<file path="config.mk">
export PLATFORM = sky130hd
export DESIGN_NAME = rot_decoder
export DESIGN_NICKNAME = d
export VERILOG_FILES = /design/src/rtl/rot_decoder.sv
export SDC_FILE = /design/constraint.sdc
export NUM_CORES = 1
export LEC_CHECK = 0
export ABC_AREA = 1
export CAP_MARGIN = 20
export CELL_PAD_IN_SITES_DETAIL_PLACEMENT = 1
export CELL_PAD_IN_SITES_GLOBAL_PLACEMENT = 2
export CORE_AREA = 2 2 80 82
export DETAILED_ROUTE_END_ITERATION = 6
export DIE_AREA = 0 0 82 84
export PLACE_DENSITY_LB_ADDON = 0.15
export SLEW_MARGIN = 0
export SYNTH_ARGS = -nofsm -noshare
export SYNTH_HDL_FRONTEND = slang
export SYNTH_SLANG_ARGS = --single-unit
</file>
<file path="constraint.sdc">
create_clock -name clk -period 3.6 [get_ports clk]
set_clock_uncertainty 0.15 [all_clocks]
set_input_delay 0.36 -clock clk [delete_from_list [all_inputs] [get_ports clk]]
set_output_delay 0.36 -clock clk [all_outputs]
set_load 0.02 [all_outputs]
</file>
<file path="src/rtl/rot_decoder.sv">
// rtl/rot_decoder.sv - debounced quadrature rotary encoder decoder with signed position count
module rot_decoder #(
    parameter int DIV    = 12000,
    parameter int STABLE = 3,
    parameter int WIDTH  = 8
) (
    input  logic             clk,
    input  logic             rst_n,
    input  logic             enc_a,
    input  logic             enc_b,
    output logic             step,
    output logic             dir,
    output logic [WIDTH-1:0] pos,
    output logic             err
);

    localparam int TW = (DIV > 2) ? $clog2(DIV) : 1;

    typedef enum logic {
        LOAD = 1'b0,
        RUN  = 1'b1
    } state_t;

    state_t         state, state_nxt;
    logic           a_meta, a_sync, b_meta, b_sync;
    logic [TW-1:0]  tick_cnt;
    logic           tick;
    logic [1:0]     sample;
    logic [1:0]     cand, cand_nxt;
    logic [3:0]     cnt, cnt_nxt;
    logic [1:0]     deb, prev;
    logic           accept;
    logic           load_accept;
    logic [1:0]     diff;
    logic           chg;
    logic           cw;
    logic           move;

    always_ff @(posedge clk) begin
        if (!rst_n) begin
            a_meta <= 1'b0;
            a_sync <= 1'b0;
            b_meta <= 1'b0;
            b_sync <= 1'b0;
        end else begin
            a_meta <= enc_a;
            a_sync <= a_meta;
            b_meta <= enc_b;
            b_sync <= b_meta;
        end
    end

    assign tick   = (tick_cnt == TW'(DIV - 1));
    assign sample = {b_sync, a_sync};

    always_ff @(posedge clk) begin
        if (!rst_n) begin
            tick_cnt <= '0;
        end else if (tick) begin
            tick_cnt <= '0;
        end else begin
            tick_cnt <= tick_cnt + TW'(1);
        end
    end

    // Debounce candidate tracking; acceptance looks at the post-update count so STABLE=1 accepts on first sample.
    always_comb begin
        cand_nxt = cand;
        cnt_nxt  = cnt;
        if (tick) begin
            if (sample == cand) begin
                cnt_nxt = (cnt == 4'(STABLE)) ? cnt : cnt + 4'd1;
            end else begin
                cand_nxt = sample;
                cnt_nxt  = 4'd1;
            end
        end
    end

    assign accept      = tick && (cnt_nxt == 4'(STABLE)) && ((state == LOAD) || (cand_nxt != deb));
    assign load_accept = accept && (state == LOAD);

    always_comb begin
        state_nxt = state;
        case (state)
            LOAD:    if (accept) state_nxt = RUN;
            RUN:     state_nxt = RUN;
            default: state_nxt = LOAD;
        endcase
    end

    always_ff @(posedge clk) begin
        if (!rst_n) begin
            state <= LOAD;
            cand  <= 2'b00;
            cnt   <= 4'd0;
            deb   <= 2'b00;
            prev  <= 2'b00;
        end else begin
            state <= state_nxt;
            cand  <= cand_nxt;
            cnt   <= cnt_nxt;
            if (accept) begin
                deb <= cand_nxt;
            end
            // prev trails deb by one cycle, so a mismatch marks exactly the cycle after an update
            prev <= load_accept ? cand_nxt : deb;
        end
    end

    assign diff = prev ^ deb;
    assign chg  = (state == RUN) && (deb != prev);
    assign cw   = ((prev == 2'b00) && (deb == 2'b01)) ||
                  ((prev == 2'b01) && (deb == 2'b11)) ||
                  ((prev == 2'b11) && (deb == 2'b10)) ||
                  ((prev == 2'b10) && (deb == 2'b00));
    assign move = chg && (diff != 2'b11);

    always_ff @(posedge clk) begin
        if (!rst_n) begin
            step <= 1'b0;
            err  <= 1'b0;
            dir  <= 1'b0;
            pos  <= '0;
        end else begin
            step <= move;
            err  <= chg && (diff == 2'b11);
            if (move) begin
                dir <= cw;
                pos <= cw ? pos + WIDTH'(1) : pos - WIDTH'(1);
            end
        end
    end

endmodule

</file>
==> results.md, run 1 <==
- Outcome: finished, final reports clean
- CP Max Fanout: 8
- GRT Total Usage: between 10% and 20%
- Netlist Area Pre-Place: roughly 0.0020 mm^2
- Gpl congestion: ~0.76
- Pin count of the biggest net entering global routing: 20
- Primary FF master, synth: dfxtp_1
- Syn Area/Cell: slightly above 7 um^2
- CP Data Required Time: ~3600 ps
- Post-synth EDFFs: 0
- # setup viols final: 0
- Final setup TNS: 0 ps
- Max VDD drop: 0.122 mV
- Drt drc: 0
- Crit. End Element: flip-flop
- Die width: just over 80 um
- Drt total wl: 4.86 mm
- Yosys reg bits: 40
- Num CTS Buffers: 5
- # Max-Cap Violations: 0
- Initial core utilization: about a third
- Max stage delay on crit path: roughly 350 ps
- Clock transition at path regs: around 80 ps
- Power after layout: between 700 and 800 uW
- Synthesized net count: 299
- Vias: 1805
- Worst-Skew Late Latency: approximately 300 ps
- Hold Crit Class: reg2reg
- Die height: 84 um
- Critical path's top delay family: simple AND/OR/NAND/NOR gates
- Met1 wire length: ~2.4 mm
- Sequential element share of the synthesized area: 39.6%
- WL met2: ~2.3 mm
- Via density: ~4.7
- 1st-iter DRT viols: 38
- Vias in the first global route: between 1500 and 2000
- WP data arrival: about 2500 ps
- Leakage power: between 0.001 and 0.0015 uW
- Clk buf depth: 2
- Synth Instances: 286
- Clk root buf: clkbuf_8
- # clock sinks: 40
- Total setup buffers inserted after CTS: 0
- Yosys warnings: 0
- CP Cell Sequence: or2_2 > and3_1 > inv_1 > ha_1 > a21oi_1 > nand2_1 > a21oi_1 > nor2_1 > nor2_1 > xnor2_1 > o21bai_1 > inv_1
- Area occupied by multi-input gates: 0.00106 mm^2
- Register area: between 800 and 900 um^2
- First-pass GRT wire length: between 8 and 9 mm
- Slew HR: 72.0%
- # resized after CTS: 0
- Core area: ~0.0061 mm^2
- IO Pins: 15
- Antenna Violating Nets Remaining: 0
- Minimum clock period: around 2400 ps
- Post-synth cell types: 31
- CTS Hold Bufs: 0
- Post-synth ARST share: 0%
- Post-DP HPWL: 3.63 mm
- Avg WL per Cell: 12.7 um
- Share of cells above drive strength 1: 7.54%
- Fmax: 412 MHz
- Crit path launch type: flip-flop
- Slew Viols, Final: 0
- Met3 routed WL: between 100 and 150 um
- # diodes: 0
- Crit path buffers/inverters: 2
- CP Class: reg2reg
- H-tree lvl count: 2
- DR top layer: met4
- Fin. Hold Viols: 0
- Final net count: roughly 320
- Fill count: ~780
- Area growth from synthesis to layout: 15.2%
- Power Density: 328 mW/mm^2
- I/O Buffers: 14
- Final worst path period share: 67.3%
- CTS tree: built
- Row cnt: 29
- Initial antenna violation count: 0
- Worst-Margin Slew: 418 ps
- Crit-path slowest cell: dfxtp_1
- Overall die area: 0.00689 mm^2
- Drt pass-1 iters: 4
- GRT Residual Overflow: 0
- RSZ-0062 raised after global routing: false
state kept, by name, summed over array words and instances, names as in the netlist, 2 cells and up:
name and count:
pos 8, tick_cnt 14, cnt 4, prev 2, deb 2, cand 2
per-layer routing:
metal  track usage (%)  vias to the layer above
met5                 0                        -
met4              5.00                        0
met3              4.33                        6
met2              24.9                       13
met1              20.2                      836
li1                  -                      950
worst min-delay path, cell delays in order, from the launching register on:
cell	delay [ps]
dfxtp_1	310
nand2_1	50
inv_1	40
cells in the mapped netlist, drive strengths merged (2+ instances only):
cell   instances  area, um^2
nor3b          2        15.0
nand4          3        18.8
inv           38         143
a21o           2        15.0
nand2         67         256
ha             8         100
a31oi          2        12.5
buf            2        10.0
xnor2          7        61.3
nand3         21         110
nor3           5        30.0
xor2           3        26.3
dfxtp         40         801
o21ai         15        75.1
nor2          41         176
a21oi         22         110
report_power, final:
group	internal [uW]	leakage (uW)	switching (uW)	total (uW)
Clock	132	0.0000410	158	290
Sequential	447	0.000324	3.37	450
Combinational	8.91	0.000652	14.9	23.8
Total	588	0.00102	177	764
worst paths after layout:
check | from | end | slack, ps | cells past startpoint
worst max-delay path | deb[0]$_SDFFE_PN0P_ | pos[6]$_SDFFE_PN0P_ | 1180 | 12
worst min-delay path | a_meta$_SDFF_PN0_ | a_sync$_SDFF_PN0_ | 270 | 2
worst max register to register | deb[0]$_SDFFE_PN0P_ | pos[6]$_SDFFE_PN0P_ | 1180 | 12
worst min register to register | a_meta$_SDFF_PN0_ | a_sync$_SDFF_PN0_ | 270 | 2
cells by family after synthesis:
kind of cell	after synthesis	share of synthesized area, %
AO/OA/AOI/OAI	43	11.3
flip-flops	40	39.6
adder cells (fa/ha/maj)	9	5.94
AND/OR/NAND/NOR	142	31.0
buffers and inverters	42	7.92
XOR/XNOR	10	4.33
through the flow:
step	util [%]	area (um^2)	cells	hold slack (ps)	setup WS, ps
global placement	37.0	2250	375	245	1200
detailed placement	37.0	2250	375	255	1170
finish	38.2	2330	382	270	1180
global route	38.2	2330	382	287	942
floorplan	-	2020	286	240	1370
CTS	38.2	2330	382	274	1160
cell type report:
class	instances	area share (%)
Clock buffer	6	3.11
Timing Repair Buffer	15	6.33
Multi-Input combinational cell	204	45.6
Inverter	39	6.28
Clock inverter	1	0.215
Tap cell	77	4.13
Sequential cell	40	34.4
cells in the final DEF, fill, tap and decap left out, types with 2 or more instances in the layout:
cell type,netlist,routed
xnor2_1,7,7
a21o_1,2,2
nor2_4,2,2
nor3_1,4,4
nand2_2,2,2
nand3_1,20,20
inv_1,32,32
o21ai_1,3,3
nor2_2,3,3
nor3b_1,2,2
xor2_1,3,3
a21oi_1,22,22
nand4_1,3,3
ha_1,8,8
nand2_1,65,65
inv_2,6,6
nor2_1,36,36
clkbuf_8,0,5
o21ai_0,12,12
dfxtp_1,40,40
clkdlybuf4s50_1,0,14
a31oi_1,2,2
Note: power is estimated with default switching activity, not from simulation.
==> run 2, diff against run 1 <==
Settings changed: CORE_AREA 2 2 80 82 to 2 2 82 84, DIE_AREA 0 0 82 84 to 0 0 84 86.
Clock period 3.6 ns to 2.4 ns, I/O delays scaled along.
==> run 2 against run 1 <==
  * Die area up 4.9%
  * Sequential power up 50%
  * Via count up 0.39%
  * First-iteration DRC count up 13%
  * Flip-flop and latch count unchanged
  * Wire length down 4.1%
  * Core utilization down 0.93 points
  * Worst setup slack worse by 1000 ps
  * Combinational power up 50%
  * Maximum frequency up 8.9%
  * Clock power up 51%
  * Hold slack worse by 0.55 ps
  * Largest power group unchanged
  * Highest routed layer unchanged
==> results.md, run 2 (synthesized netlist as in run 1, its figures left out) <==
- Vias: 1812 (+0.39%)
- I/O Buffers: 14 (unchanged)
- FF-to-FF End: pos[6]$_SDFFE_PN0P_
- Die height: 86 um (+2.4%)
- CP Max Fanout: 8 (unchanged)
- Antenna Violating Nets Remaining: 0 (unchanged)
- Worst R2R Path Depth: 12 (unchanged)
- Worst-Skew Late Latency: 300 ps (about the same)
- Slew Viols, Final: 0 (unchanged)
- Overall die area: 0.00722 mm^2 (+4.9%)
- Slew HR: 67.6% (-4.4 points)
- Crit path buffers/inverters: 2 (unchanged)
- Share of cells above drive strength 1: 8.50% (+0.96 points)
- Worst reg2reg path startpoint: prev[1]$_SDFF_PN0_
- Final worst path period share: 92.8% (+25 points)
- Crit-path slowest cell: dfxtp_1
- Power Density: 490 mW/mm^2 (+49%)
- CP Class: reg2reg
- Critical path's top delay family: simple AND/OR/NAND/NOR gates
- # Max-Cap Violations: 0 (unchanged)
- WP data arrival: 2270 ps (-190 ps)
- IO Pins: 15 (unchanged)
- Hold Path End: b_sync$_SDFF_PN0_
- WHS Path Cells: 2 (unchanged)
- Top flop regs: tick_cnt x14, pos x8, cnt x4
- Area growth from synthesis to layout: 15.8%
- Leakage power: 0.00102 uW (+0.72%)
- Row cnt: 29 (unchanged)
- Post-DP HPWL: 3.62 mm (-0.16%)
- RSZ-0062 raised after global routing: false
- Clock transition at path regs: 80 ps (about the same)
- Minimum clock period: 2230 ps (-197 ps)
- Reg-to-reg slack, setup: 170 ps (-1000 ps)
- Clk root buf: clkbuf_8
- # diodes: 0 (unchanged)
- Num CTS Buffers: 5 (unchanged)
- Clk buf depth: 2 (unchanged)
- Drt total wl: 4.66 mm (-4.1%)
- Biggest register: tick_cnt
- Placed cell areas: 0.00226 mm^2 (+0.33%)
- Final setup TNS: 0 ps (unchanged)
- Max VDD drop: 0.231 mV (+89%)
- CTS tree: built
- Fin. Hold Viols: 0 (unchanged)
- Vias in the first global route: 1816 (-0.38%)
- Number of flip-flops in the largest register: 14 (unchanged)
- Avg WL per Cell: 12.2 um (-4.3%)
- GRT Total Usage: 14.2% (-1.5 points)
- Worst-Margin Slew: 484 ps (+65.9 ps)
- Met2 GRT Util: 25.1% (+0.18 points)
- Most common cell after layout, fill and taps aside: nand2_1
- CP Cell Sequence: or2_2 > and3_1 > inv_4 > ha_1 > a21oi_1 > nand2_1 > a21oi_1 > nor2_1 > nor2_1 > xnor2_1 > o21bai_1 > inv_1
- Drt drc: 0 (unchanged)
- Core area: 0.00628 mm^2 (+3.0%)
- First-pass GRT wire length: 8.25 mm (-0.41%)
- Fmax: 449 MHz (+8.9%)
- Outcome: finished, final reports clean
- Util after Layout: 37.3% (-0.93 points)
- Total setup buffers inserted after CTS: 0 (unchanged)
- Gpl congestion: 0.725 (-5.0%)
- CTS Hold Bufs: 0 (unchanged)
- 1st-iter DRT viols: 43 (+13%)
- Max stage delay on crit path: 330 ps (-20 ps)
- HP Start: b_meta$_SDFF_PN0_
- Initial core utilization: 32.2% (-0.96 points)
- GR Layer Usage met1: 16.8% (-3.3 points)
- # setup viols final: 0 (unchanged)
- Hold Crit Class: reg2reg
- CP Data Required Time: 2440 ps (-1200 ps)
- H-tree lvl count: 2 (unchanged)
- Busiest grt layer: met2
- Crit. End Element: flip-flop
- Crit path launch type: flip-flop
- Drt pass-1 iters: 4 (unchanged)
- Via density: 4.73 (+0.13%)
- Die width: 84 um (+2.4%)
- Met3 Use GR: 3.66% (-0.67 points)
- Initial antenna violation count: 0 (unchanged)
- Pin count of the biggest net entering global routing: 19 (-5.0%)
- # clock sinks: 40 (unchanged)
- Most frequent cells in the layout: nand2_1 (65), dfxtp_1 (39), nor2_1 (36)
- # resized after CTS: 1 (+1)
- Final net count: 319 (+0.31%)
- GRT Residual Overflow: 0 (unchanged)
- Post-route cell area: 0.00234 mm^2 (+0.48%)
[run 2: worst max-delay path by stage]
stage                                endpoint  slack, ps                 from  cells past startpoint
final                     pos[6]$_SDFFE_PN0P_        170   prev[1]$_SDFF_PN0_                     12
after global routing      pos[6]$_SDFFE_PN0P_         30   prev[1]$_SDFF_PN0_                     12
after CTS                 pos[6]$_SDFFE_PN0P_        110   prev[1]$_SDFF_PN0_                     12
after detailed placement  pos[6]$_SDFFE_PN0P_          2   prev[1]$_SDFF_PN0_                     12
after global placement    pos[6]$_SDFFE_PN0P_         50   prev[1]$_SDFF_PN0_                     12
after floorplan           pos[6]$_SDFFE_PN0P_        170  deb[0]$_SDFFE_PN0P_                     12
[run 2: layer usage]
layer	wire length [um]	vias up
li1	-	949
met1	2200	844
met2	2280	13
met3	121	6
met4	61	0
met5	0	-
[run 2: stage by stage]
step	total power (uW)	instances	worst slack, ps	hold WS, ps
2_1_floorplan	713	286	169	188
3_3_place_gp	728	376	46.2	244
3_5_place_dp	729	376	1.56	252
4_1_cts	1170	383	109	271
5_1_grt	1190	383	29.7	288
6_report	1150	383	173	269
[run 2: worst reg2reg max path: stages (launching register included)]
cell and delay (ps):
dfxtp_1 330, or2_2 260, and3_1 210, inv_4 110, ha_1 280, a21oi_1 160, nand2_1 100, a21oi_1 130
nor2_1 50, nor2_1 110, xnor2_1 70, o21bai_1 110, inv_1 50
[run 2: cell type report]
cell class	count	area, um^2
clock buffers	6	72.6
clock inverters	1	5.00
repair buffers	16	155
fillers	810	3940
inverters	39	149
well taps	77	96.3
flip-flops and latches	40	802
multi-input cells	204	1060
[run 2: power breakdown]
part           internal, uW  switching (uW)
Sequential              670            5.08
Clock                   198             239
Combinational          13.3            22.3
